$ cat config.mk
export PLATFORM = sky130hd
export DESIGN_NAME = iexu_conf_encoder_flat
export DESIGN_NICKNAME = d
export VERILOG_FILES = /design/src/rtl/iexu_conf_encoder.sv /design/src/rtl/iexu_conf_encoder_if.sv /design/src/flat_wrapper.sv
export SDC_FILE = /design/constraint.sdc
export NUM_CORES = 1
export LEC_CHECK = 0
export CAP_MARGIN = 20
export CORE_MARGIN = 1.5
export CORE_UTILIZATION = 40
export DETAILED_ROUTE_END_ITERATION = 6
export HOLD_SLACK_MARGIN = 0.08
export PLACE_DENSITY = 0.68
export REMOVE_ABC_BUFFERS = 1
export SYNTH_ARGS = -nofsm -noshare
export SYNTH_HDL_FRONTEND = slang
export SYNTH_SLANG_ARGS = --single-unit
$ cat constraint.sdc
create_clock -name clk -period 2.1 [get_ports clk]
set_clock_uncertainty 0.1 [all_clocks]
set_input_delay 0.315 -clock clk [delete_from_list [all_inputs] [get_ports clk]]
set_output_delay 0.315 -clock clk [all_outputs]
set_load 0.03 [all_outputs]
$ cat src/rtl/iexu_conf_encoder.sv
// ----------------------------------------------------------------------------
// iexu_conf_pkg / iexu_conf_encoder
//
// Purpose:
//   Decode/issue stage for the integer execution unit. RV32I OP and OP-IMM
//   words are turned into an iexu_conf operation code plus operand fields;
//   every other word is passed along flagged illegal. A 2-entry skid buffer
//   (main + skid register) gives full throughput, one cycle of latency and a
//   registered in_ready with no combinational path from out_ready.
//
// Optional feature:
//   IEXU_ILLEGAL_CNT_EN - when defined, illegal_cnt counts output transfers
//   that carry out_illegal=1, saturating at 0xFFFF. Flush does not touch it.
//
// Ports:
//   clk    rising-edge clock
//   rst_n  asynchronous active-low reset
//   bus    iexu_conf_encoder_if.slave (handshakes, decoded fields, flush)
// ----------------------------------------------------------------------------
package iexu_conf_pkg;

    typedef enum logic [3:0] {
        add_conf = 4'd0,
        sub_conf = 4'd1,
        and_conf = 4'd2,
        or_conf  = 4'd3,
        xor_conf = 4'd4,
        sll_conf = 4'd5,
        srl_conf = 4'd6,
        sra_conf = 4'd7
    } iexu_conf_t;

    localparam logic [6:0] OPC_OP     = 7'b0110011;
    localparam logic [6:0] OPC_OP_IMM = 7'b0010011;
    localparam logic [6:0] F7_ZERO    = 7'b0000000;
    localparam logic [6:0] F7_ALT     = 7'b0100000;

endpackage

module iexu_conf_encoder
    import iexu_conf_pkg::*;
#(
    parameter int XLEN = 32  // only 32 is supported
) (
    input  logic                 clk,
    input  logic                 rst_n,
    iexu_conf_encoder_if.slave   bus
);

    typedef struct packed {
        iexu_conf_t      conf;
        logic [4:0]      rs1;
        logic [4:0]      rs2;
        logic [4:0]      rd;
        logic [XLEN-1:0] imm;
        logic            use_imm;
        logic            illegal;
    } entry_t;

    localparam entry_t RESET_ENTRY = '{
        conf:    add_conf,
        rs1:     5'd0,
        rs2:     5'd0,
        rd:      5'd0,
        imm:     '0,
        use_imm: 1'b0,
        illegal: 1'b0
    };

    // ------------------------------------------------------------------------
    // Instruction decode
    // ------------------------------------------------------------------------
    function automatic entry_t decode(input logic [31:0] instr);
        entry_t     e;
        logic [6:0] opcode;
        logic [2:0] funct3;
        logic [6:0] funct7;

        opcode = instr[6:0];
        funct3 = instr[14:12];
        funct7 = instr[31:25];

        e.conf    = add_conf;
        e.rs1     = instr[19:15];
        e.rs2     = instr[24:20];
        e.rd      = instr[11:7];
        e.imm     = '0;
        e.use_imm = 1'b0;
        e.illegal = 1'b0;

        case (opcode)
            OPC_OP: begin
                case (funct3)
                    3'b000: begin
                        if (funct7 == F7_ZERO)     e.conf = add_conf;
                        else if (funct7 == F7_ALT) e.conf = sub_conf;
                        else                       e.illegal = 1'b1;
                    end
                    3'b111: begin
                        e.conf    = and_conf;
                        e.illegal = (funct7 != F7_ZERO);
                    end
                    3'b110: begin
                        e.conf    = or_conf;
                        e.illegal = (funct7 != F7_ZERO);
                    end
                    3'b100: begin
                        e.conf    = xor_conf;
                        e.illegal = (funct7 != F7_ZERO);
                    end
                    3'b001: begin
                        e.conf    = sll_conf;
                        e.illegal = (funct7 != F7_ZERO);
                    end
                    3'b101: begin
                        if (funct7 == F7_ZERO)     e.conf = srl_conf;
                        else if (funct7 == F7_ALT) e.conf = sra_conf;
                        else                       e.illegal = 1'b1;
                    end
                    default: e.illegal = 1'b1;  // slt / sltu
                endcase
            end

            OPC_OP_IMM: begin
                e.use_imm = 1'b1;
                e.rs2     = 5'd0;
                // Arithmetic/logic forms take the sign-extended I-immediate.
                e.imm     = {{(XLEN-12){instr[31]}}, instr[31:20]};
                case (funct3)
                    3'b000: e.conf = add_conf;
                    3'b111: e.conf = and_conf;
                    3'b110: e.conf = or_conf;
                    3'b100: e.conf = xor_conf;
                    3'b001: begin
                        e.conf    = sll_conf;
                        e.imm     = {{(XLEN-5){1'b0}}, instr[24:20]};
                        e.illegal = (funct7 != F7_ZERO);
                    end
                    3'b101: begin
                        e.imm = {{(XLEN-5){1'b0}}, instr[24:20]};
                        if (funct7 == F7_ZERO)     e.conf = srl_conf;
                        else if (funct7 == F7_ALT) e.conf = sra_conf;
                        else                       e.illegal = 1'b1;
                    end
                    default: e.illegal = 1'b1;  // slti / sltiu
                endcase
            end

            default: e.illegal = 1'b1;
        endcase

        // Illegal words travel with neutral operation fields but keep the raw
        // register-source bit fields so a trap handler can still inspect them.
        if (e.illegal) begin
            e.conf    = add_conf;
            e.rs1     = instr[19:15];
            e.rs2     = instr[24:20];
            e.rd      = 5'd0;
            e.imm     = '0;
            e.use_imm = 1'b0;
        end

        return e;
    endfunction

    // ------------------------------------------------------------------------
    // Skid buffer state
    // ------------------------------------------------------------------------
    entry_t main_d,       main_q;
    logic   main_valid_d, main_valid_q;
    entry_t skid_d,       skid_q;
    logic   skid_valid_d, skid_valid_q;
    logic   in_ready_d,   in_ready_q;

    logic   accept;
    logic   transfer;
    entry_t in_entry;

    assign accept   = bus.in_valid & in_ready_q;
    assign transfer = main_valid_q & bus.out_ready;
    assign in_entry = decode(bus.in_instr);

    always_comb begin
        // NOTE: every signal assigned in this block gets a default first, so
        // no path through the branches below can leave it unassigned (a latch).
        main_d       = main_q;
        main_valid_d = main_valid_q;
        skid_d       = skid_q;
        skid_valid_d = skid_valid_q;

        if (bus.flush) begin
            // Flush wins over everything, including an accept this cycle.
            main_valid_d = 1'b0;
            skid_valid_d = 1'b0;
        end else if (transfer || !main_valid_q) begin
            // Main register is free to load this cycle.
            if (skid_valid_q) begin
                // Oldest entry first; in_ready was low, so no accept can race.
                main_d       = skid_q;
                main_valid_d = 1'b1;
                skid_valid_d = 1'b0;
            end else if (accept) begin
                main_d       = in_entry;
                main_valid_d = 1'b1;
            end else begin
                main_valid_d = 1'b0;
            end
        end else if (accept) begin
            // Main is stalled; park the new entry in the skid register.
            skid_d       = in_entry;
            skid_valid_d = 1'b1;
        end

        // Ready is a function of next state only, keeping out_ready off any
        // combinational path to in_ready.
        in_ready_d = !skid_valid_d;
    end

    // NOTE: the payload registers are reset along with the valid bits because
    // their reset values are architecturally visible on the output fields.
    always_ff @(posedge clk or negedge rst_n) begin
        if (!rst_n) begin
            main_q       <= RESET_ENTRY;
            main_valid_q <= 1'b0;
            skid_q       <= RESET_ENTRY;
            skid_valid_q <= 1'b0;
            in_ready_q   <= 1'b1;
        end else begin
            // NOTE: sequential state uses non-blocking assignments so every
            // flop samples the pre-edge values regardless of statement order.
            main_q       <= main_d;
            main_valid_q <= main_valid_d;
            skid_q       <= skid_d;
            skid_valid_q <= skid_valid_d;
            in_ready_q   <= in_ready_d;
        end
    end

    // ------------------------------------------------------------------------
    // Optional illegal-transfer counter
    // ------------------------------------------------------------------------
`ifdef IEXU_ILLEGAL_CNT_EN
    logic [15:0] illegal_cnt_d, illegal_cnt_q;

    always_comb begin
        illegal_cnt_d = illegal_cnt_q;
        // A transfer in a flush cycle really happened downstream, so it counts;
        // entries dropped by the flush never transfer and never count.
        if (transfer && main_q.illegal && (illegal_cnt_q != 16'hFFFF)) begin
            illegal_cnt_d = illegal_cnt_q + 16'd1;
        end
    end

    always_ff @(posedge clk or negedge rst_n) begin
        if (!rst_n) begin
            illegal_cnt_q <= 16'd0;
        end else begin
            illegal_cnt_q <= illegal_cnt_d;
        end
    end

    assign bus.illegal_cnt = illegal_cnt_q;
`endif

    // ------------------------------------------------------------------------
    // Outputs: straight from the main register
    // ------------------------------------------------------------------------
    assign bus.in_ready    = in_ready_q;
    assign bus.out_valid   = main_valid_q;
    assign bus.out_conf    = main_q.conf;
    assign bus.out_rs1     = main_q.rs1;
    assign bus.out_rs2     = main_q.rs2;
    assign bus.out_rd      = main_q.rd;
    assign bus.out_imm     = main_q.imm;
    assign bus.out_use_imm = main_q.use_imm;
    assign bus.out_illegal = main_q.illegal;

endmodule

$ cat src/rtl/iexu_conf_encoder_if.sv
// ----------------------------------------------------------------------------
// iexu_conf_encoder_if
//
// Purpose:
//   Bundles the instruction-side and decode-side handshakes of the
//   iexu_conf_encoder stage into one interface. The master modport belongs to
//   the surrounding pipeline (it supplies instructions, flush and the
//   downstream ready). The slave modport belongs to the encoder.
//
// Optional feature:
//   IEXU_ILLEGAL_CNT_EN - adds the 16-bit illegal_cnt signal.
//
// Signals:
//   flush        pipeline -> encoder  synchronous flush of buffered entries
//   in_valid     pipeline -> encoder  instruction valid
//   in_ready     encoder  -> pipeline stage can accept (registered)
//   in_instr     pipeline -> encoder  RV32I instruction word
//   out_valid    encoder  -> pipeline decoded entry valid
//   out_ready    pipeline -> encoder  downstream accepts
//   out_conf     encoder  -> pipeline iexu_conf operation code (iexu_conf_t encoding)
//   out_rs1/rs2  encoder  -> pipeline source register indices
//   out_rd       encoder  -> pipeline destination register index
//   out_imm      encoder  -> pipeline immediate operand
//   out_use_imm  encoder  -> pipeline second operand is out_imm
//   out_illegal  encoder  -> pipeline not supported by the integer unit
//   illegal_cnt  encoder  -> pipeline saturating illegal transfer count (optional)
// ----------------------------------------------------------------------------
interface iexu_conf_encoder_if #(
    parameter int XLEN = 32
);
    logic            flush;
    logic            in_valid;
    logic            in_ready;
    logic [31:0]     in_instr;
    logic            out_valid;
    logic            out_ready;
    // Carried as a plain vector so this file does not depend on the package
    // being compiled first; the values are iexu_conf_pkg::iexu_conf_t codes.
    logic [3:0]      out_conf;
    logic [4:0]      out_rs1;
    logic [4:0]      out_rs2;
    logic [4:0]      out_rd;
    logic [XLEN-1:0] out_imm;
    logic            out_use_imm;
    logic            out_illegal;
`ifdef IEXU_ILLEGAL_CNT_EN
    logic [15:0]     illegal_cnt;
`endif

    modport master (
        output flush, in_valid, in_instr, out_ready,
        input  in_ready, out_valid, out_conf, out_rs1, out_rs2, out_rd,
               out_imm, out_use_imm, out_illegal
`ifdef IEXU_ILLEGAL_CNT_EN
        , input illegal_cnt
`endif
    );

    modport slave (
        input  flush, in_valid, in_instr, out_ready,
        output in_ready, out_valid, out_conf, out_rs1, out_rs2, out_rd,
               out_imm, out_use_imm, out_illegal
`ifdef IEXU_ILLEGAL_CNT_EN
        , output illegal_cnt
`endif
    );
endinterface

$ cat src/flat_wrapper.sv
// flat-port wrapper written by rule: the top's interface ports become plain ports
module iexu_conf_encoder_flat import iexu_conf_pkg::*;
#(
    parameter int XLEN = 32                         
)
  (clk, rst_n, bus_flush, bus_in_valid, bus_in_instr, bus_out_ready, bus_in_ready, bus_out_valid, bus_out_conf, bus_out_rs1, bus_out_rs2, bus_out_rd, bus_out_imm, bus_out_use_imm, bus_out_illegal);
  iexu_conf_encoder_if #(.XLEN(XLEN)) bus_i ();
  input  logic clk;
  input  logic rst_n;
  input wire logic [$bits(bus_i.flush)-1:0] bus_flush;
  input wire logic [$bits(bus_i.in_valid)-1:0] bus_in_valid;
  input wire logic [$bits(bus_i.in_instr)-1:0] bus_in_instr;
  input wire logic [$bits(bus_i.out_ready)-1:0] bus_out_ready;
  output wire logic [$bits(bus_i.in_ready)-1:0] bus_in_ready;
  output wire logic [$bits(bus_i.out_valid)-1:0] bus_out_valid;
  output wire logic [$bits(bus_i.out_conf)-1:0] bus_out_conf;
  output wire logic [$bits(bus_i.out_rs1)-1:0] bus_out_rs1;
  output wire logic [$bits(bus_i.out_rs2)-1:0] bus_out_rs2;
  output wire logic [$bits(bus_i.out_rd)-1:0] bus_out_rd;
  output wire logic [$bits(bus_i.out_imm)-1:0] bus_out_imm;
  output wire logic [$bits(bus_i.out_use_imm)-1:0] bus_out_use_imm;
  output wire logic [$bits(bus_i.out_illegal)-1:0] bus_out_illegal;
  assign bus_i.flush = bus_flush;
  assign bus_i.in_valid = bus_in_valid;
  assign bus_i.in_instr = bus_in_instr;
  assign bus_i.out_ready = bus_out_ready;
  assign bus_in_ready = bus_i.in_ready;
  assign bus_out_valid = bus_i.out_valid;
  assign bus_out_conf = bus_i.out_conf;
  assign bus_out_rs1 = bus_i.out_rs1;
  assign bus_out_rs2 = bus_i.out_rs2;
  assign bus_out_rd = bus_i.out_rd;
  assign bus_out_imm = bus_i.out_imm;
  assign bus_out_use_imm = bus_i.out_use_imm;
  assign bus_out_illegal = bus_i.out_illegal;
  iexu_conf_encoder #(.XLEN(XLEN)) u_core (.clk(clk), .rst_n(rst_n), .bus(bus_i));
endmodule
=== Word level (Yosys, flattened, before mapping) ===
Index checks and enable logic that the tools add are counted.

* Input bits: 37
* Flip-flop bits (word level): 109
* Word-level logic and storage cells: 68
* Output and inout port bits: 55

* Reductions and logical operators: 14
* Mux-type cells: 25
* Eq/ne operators: 8
* Bitwise logic cells: 4

{| class="wikitable"
|+ Operators with widths
! operator !! count
|-
| two-way mux 53 bit || 2
|-
| two-way mux 52 bit || 1
|-
| two-way mux 33 bit || 1
|-
| two-way mux 32 bit || 1
|-
| one-hot mux 4 bit (6 select lines) || 1
|-
| one-hot mux 4 bit (5 select lines) || 1
|-
| == test 7 x 6 -> 1 bit (second input constant) || 2
|-
| == test 3 bit (second input constant) || 4
|-
| two-way mux 1 bit || 10
|-
| one-hot mux 4 bit (2 select lines) || 1
|-
| OR reduction 4 bit || 2
|-
| == test 7 x 5 -> 1 bit (second input constant) || 1
|-
| zero test 7 bit || 1
|-
| nonzero test 7 bit || 1
|-
| two-way mux 3 bit || 2
|-
| AND reduction 3 bit || 2
|-
| two-way mux 5 bit || 1
|-
| two-way mux 4 bit || 1
|-
| one-hot mux 1 bit (2 select lines) || 2
|-
| nonzero test 2 bit || 2
|-
| OR reduction 2 bit || 2
|-
| == test 3 x 1 -> 1 bit (second input constant) || 1
|-
| zero test 3 bit || 1
|-
| one-hot mux 1 bit (3 select lines) || 1
|-
| 4 further kinds || 7
|}

=== Longest topological paths before layout ===
* Depth in word-level cells: 8
* Gate-level depth with buffers: 7
* Gate-level depth less buffers: 5

=== Worst setup path after synthesis ===
Ideal clock, no wire load.

* Path type: input port to flip-flop
* From: in bus_in_instr[26]
* To: reg u_core.main_q, in the netlist u_core.bus.out_conf[2]
* Required time: 1.923 ns
* Slack: 0.025 ns
* Path buffers: 0
* Arrival time: 1.897 ns
* Setup time: 0.077 ns
* Stages: 5
* Cells stage by stage: or4_1 > nor3_2 > a41oi_4 > or4_1 > a21oi_1

* Longest elaborated chain between the ends: 8
* Elaborated cells between the ends (all ways): 16
* Those cells by class: eq/ne: 1; mux: 13; reduce/logical: 2

{| class="wikitable"
|+ RTL lines
! item !! line !! text
|-
| start: declaration || flat_wrapper.sv:12 || <nowiki>input wire logic [$bits(bus_i.in_instr)-1:0] bus_in_instr;</nowiki>
|-
| == test 7 x 6 -> 1 bit || iexu_conf_encoder.sv:96, iexu_conf_encoder.sv:117, iexu_conf_encoder.sv:142 ||
|-
| two-way mux 3 bit / two-way mux 1 bit (equally long branches) || iexu_conf_encoder.sv:117, iexu_conf_encoder.sv:142, iexu_conf_encoder.sv:96 ||
|-
| two-way mux 3 bit / two-way mux 1 bit (equally long branches) || iexu_conf_encoder.sv:141, iexu_conf_encoder.sv:116 ||
|-
| one-hot mux 4 bit (6 select lines), or another cell as far along || iexu_conf_encoder.sv:93 || <nowiki>case (funct3)</nowiki>
|-
| one-hot mux 4 bit (2 select lines) / one-hot mux 1 bit (2 select lines) (equally long branches) || iexu_conf_encoder.sv:91 || <nowiki>case (opcode)</nowiki>
|-
| two-way mux 52 bit * || iexu_conf_encoder.sv:154 || <nowiki>if (e.illegal) begin</nowiki>
|-
| two-way mux 53 bit * || iexu_conf_encoder.sv:202 || <nowiki>end else if (accept) begin</nowiki>
|-
| two-way mux 53 bit * || iexu_conf_encoder.sv:197 || <nowiki>if (skid_valid_q) begin</nowiki>
|-
| end signal: assignment || iexu_conf_encoder.sv:231 || <nowiki>main_q <= main_d;</nowiki>
|-
| end: declaration || iexu_conf_encoder.sv:169 || <nowiki>entry_t main_d, main_q;</nowiki>
|}

Mark *: on every way between the ends. The rest lies on a longest branch, timed or not. The select of a mux whose other input is x is not followed.
A chain may end at the register's enable or synchronous reset.

==> impl_metrics.csv <==
group,metric,value,unit
setup_path,r2r-end,"u_core.skid_q[42]$_DFFE_PN0P_",
synthesis,synth_area_leader_cell,"dfrtp_1",
floorplanning,die_y,91.84,µm
route,via_count,2665,
placement,placed_area,4220,µm²
cells_and_area,finalNetCount,463,
placement,gp_congestion,0.8794,
setup_path,crit_slowest_cell,"clkdlybuf4s50_1",
min_path,hold_depth,3,
route,via_per_inst,5.000,
min_path,min_from,"bus_in_instr[27]",
power_and_ir_drop,leakage,1.983,nW
grt,grt.total_usage,17.90,%
setup_path,cp_top_family,"buffers and inverters",
min_path,hp-class,"primary input to flop",
cells_and_area,multi_input_area,1265,µm²
placement,io_buffers,90,
sta,max_freq,492.6,MHz
clocking,cts_buffers,9,
outcome,status,"complete, no violations",
sta,rsz0062_at_grt,"no",
route,ant_nets,0,
synthesis,netlist.area_leader.share,52.32,%
synthesis,syn_area_per_cell,9.395,µm²
setup_path,cp_max_fo,22,
route,post_drt_wl_per_cell,13.47,µm
sta,fin_crit,2.030,ns
setup_path,path_buf_inv,1,
sta,period_share,96.67,%
power_and_ir_drop,ir_drop,0.3320,mV
floorplanning,start_util,41.06,%
setup_path,startpoint_type,"flop",
synthesis,synth_seq_cells,67,
clocking,cts_sinks,67,
cells_and_area,antenna-diode-count,0,
grt,antenna_found_initial,0,
synthesis,synth_flop_cell,"dfrtp_1",
setup_path,cp_cell_sequence,"clkdlybuf4s50_1",
synthesis,ys_seq_area_share,53.15,%
grt,grt_pass1_vias,2613,
route,drc,0,
synthesis,netlist_instances,336,
setup_path,r2r_cells,5,
sta,setup_viol,0,
setup_path,arrival,1.62,ns
cells_and_area,design_area,4459,µm²
job,drv_cap,0,
synthesis,synthMostInstantiatedCell,"nand2_1",
clocking,path_clk_slew,0.07,ns
grt,grt_pass1_wl,11960,µm
synthesis,ys_types,37,
route,drtIter0Drc,72,
clocking,tritoncts,"yes",
grt,grt.overflow.total,0,
sta,hold_violations,0,
sta,layout_setup_ws,0.06996,ns
synthesis,synth_edf_count,0,
clocking,clk-insertion-delay-late,0.34,ns
floorplanning,die_w,91.84,µm
synthesis,synth_area_leaders,"dfrtp_1, nand2_1, o21ai_0, buf_4, o211ai_1",
synthesis,async_flop_share,100.0,%
min_path,min_to,"u_core.skid_q[9]$_DFFE_PN0P_",
route,wl,7180,µm
clocking,cts_setup_buffers,0,
synthesis,syn_area,3157,µm²
placement,place_ws,-0.3684,ns
setup_path,setup.worst_path.end_class,"primary output",
setup_path,r2r_setup_slack,0.40,ns
sta,final_max_slew_viol_count,0,
power_and_ir_drop,p_per_area,733.0,nW/µm²
floorplanning,dieArea,8434,µm²
grt,grt_max_degree,60,
clocking,clock_path_buffers,2,
synthesis,yosys_warnings,0,
clocking,root_buffer,"clkbuf_8",
route,firstDrtPassIters,4,
floorplanning,rows,32,
setup_path,rr_startpoint,"u_core.bus.in_ready$_DFF_PN1_",
cells_and_area,nFillCells,689,
cells_and_area,drive_above_1_share,13.92,%
cells_and_area,area_growth,41.26,%
floorplanning,ioPinCount,92,
clocking,htreeDepth,3,
setup_path,path_class,"flop to primary output",
cells_and_area,register_area,1679,µm²
floorplanning,core_area,7687,µm²
placement,dp_hpwl,5139,µm
setup_path,worst_ep_required_time,1.68,ns
setup_path,max_stage_delay,0.74,ns
synthesis,netlist_top_cells_count,"nand2_1, dfrtp_1, o21ai_0",
## layout make-up
cell class | count | share of cell area (%)
inverters | 2 | 0.1684
clock inverters | 6 | 0.8979
flip-flops and latches | 67 | 37.65
repair buffers | 120 | 26.96
well taps | 102 | 2.862
multi-input cells | 226 | 28.37
clock buffers | 10 | 3.086
## where the power goes
group,total [mW],internal [mW],switching (mW)
Sequential,1.48,1.40,0.0729
Clock,0.951,0.460,0.492
Combinational,0.840,0.369,0.471
Total,3.27,2.23,1.04
## cell usage in the layout (no fill, tap or decap), drive strengths merged, types with 3 or more instances in the layout
master	instances
inv	3
dlymetal6s2s	10
clkinv	4
nand2b	3
nand3b	5
mux2i	6
nor2	3
a21oi	16
or3	5
o21ai	44
o211ai	13
clkdlybuf4s50	79
and3	11
o21a	7
dfrtp	66
buf	30
nand3	8
nand2	82
clkbuf	10
nor3	3
## worst max path at each step
stage                                        from                            endpoint  slack, ns  cells past startpoint
2_1_floorplan  u_core.bus.out_imm[30]$_DFFE_PN0P_  u_core.bus.out_imm[30]$_DFFE_PN0P_      -2.55                      1
3_3_place_gp                     bus_in_instr[26]  u_core.bus.out_conf[2]$_DFFE_PN0P_      -0.38                      6
3_5_place_dp                     bus_in_instr[26]  u_core.bus.out_conf[2]$_DFFE_PN0P_      -0.37                      6
4_1_cts        u_core.bus.out_imm[30]$_DFFE_PN0P_                     bus_out_imm[25]      0.008                      1
5_1_grt        u_core.bus.out_imm[30]$_DFFE_PN0P_                     bus_out_imm[16]      0.003                      1
6_report       u_core.bus.out_imm[30]$_DFFE_PN0P_                     bus_out_imm[24]       0.07                      1
## layer usage
metal | vias up | global-route usage [%] | wire [µm] | share of wire (%)
met5 | - | 0 | 0 | 0
met4 | 0 | 6.923 | 93 | 1.3
met3 | 10 | 4.561 | 373 | 5.2
met2 | 66 | 30.91 | 3468 | 48
met1 | 1269 | 21.39 | 3245 | 45
li1 | 1320 | - | - | -
## cells by family (layout without fill, tap and decap cells)
family | after synthesis | count (layout) | share of synthesized area, %
AND/OR/NAND/NOR | 129 | 129 | 19.14
AO/OA/AOI/OAI | 89 | 89 | 17.80
flip-flops | 67 | 67 | 53.15
buffers and inverters | 43 | 138 | 7.610
multiplexers | 6 | 6 | 1.903
other | 1 | 1 | 0.1188
XOR/XNOR | 1 | 1 | 0.2775
## sequential cells by signal (all words and copies together) (netlist names)
register and count:
u_core.bus.out_illegal 1, u_core.bus.out_conf 3, u_core.skid_valid_q 1, u_core.skid_q 32
u_core.bus.out_use_imm 1, u_core.bus.in_ready 1, u_core.bus.out_imm 12, u_core.bus.out_rd 5
u_core.bus.out_rs2 5, u_core.bus.out_valid 1, u_core.bus.out_rs1 5
## repair_timing
item / in CTS / in global routing
pin swaps: 0 / 2
hold buffers: 1 / 0
endpoints found under the setup margin: 22 / 40
cloned: 0 / 0
endpoints found under the hold margin: 66 / 0
gates resized for setup: 3 / 16
## metrics by stage
step           TNS (ns)  power [mW]  hold WS [ns]  util, %  std cells
2_1_floorplan    -91.00       1.902      -0.08059        -        295
3_3_place_gp     -11.67       2.337       0.08226    54.90        516
3_5_place_dp     -12.76       2.350       0.08641    54.90        516
4_1_cts               0       3.311        0.2569    57.41        533
5_1_grt               0       3.418        0.2310    58.01        533
6_report              0       3.269        0.2146    58.01        533
Power figures use the tool's default switching activity.
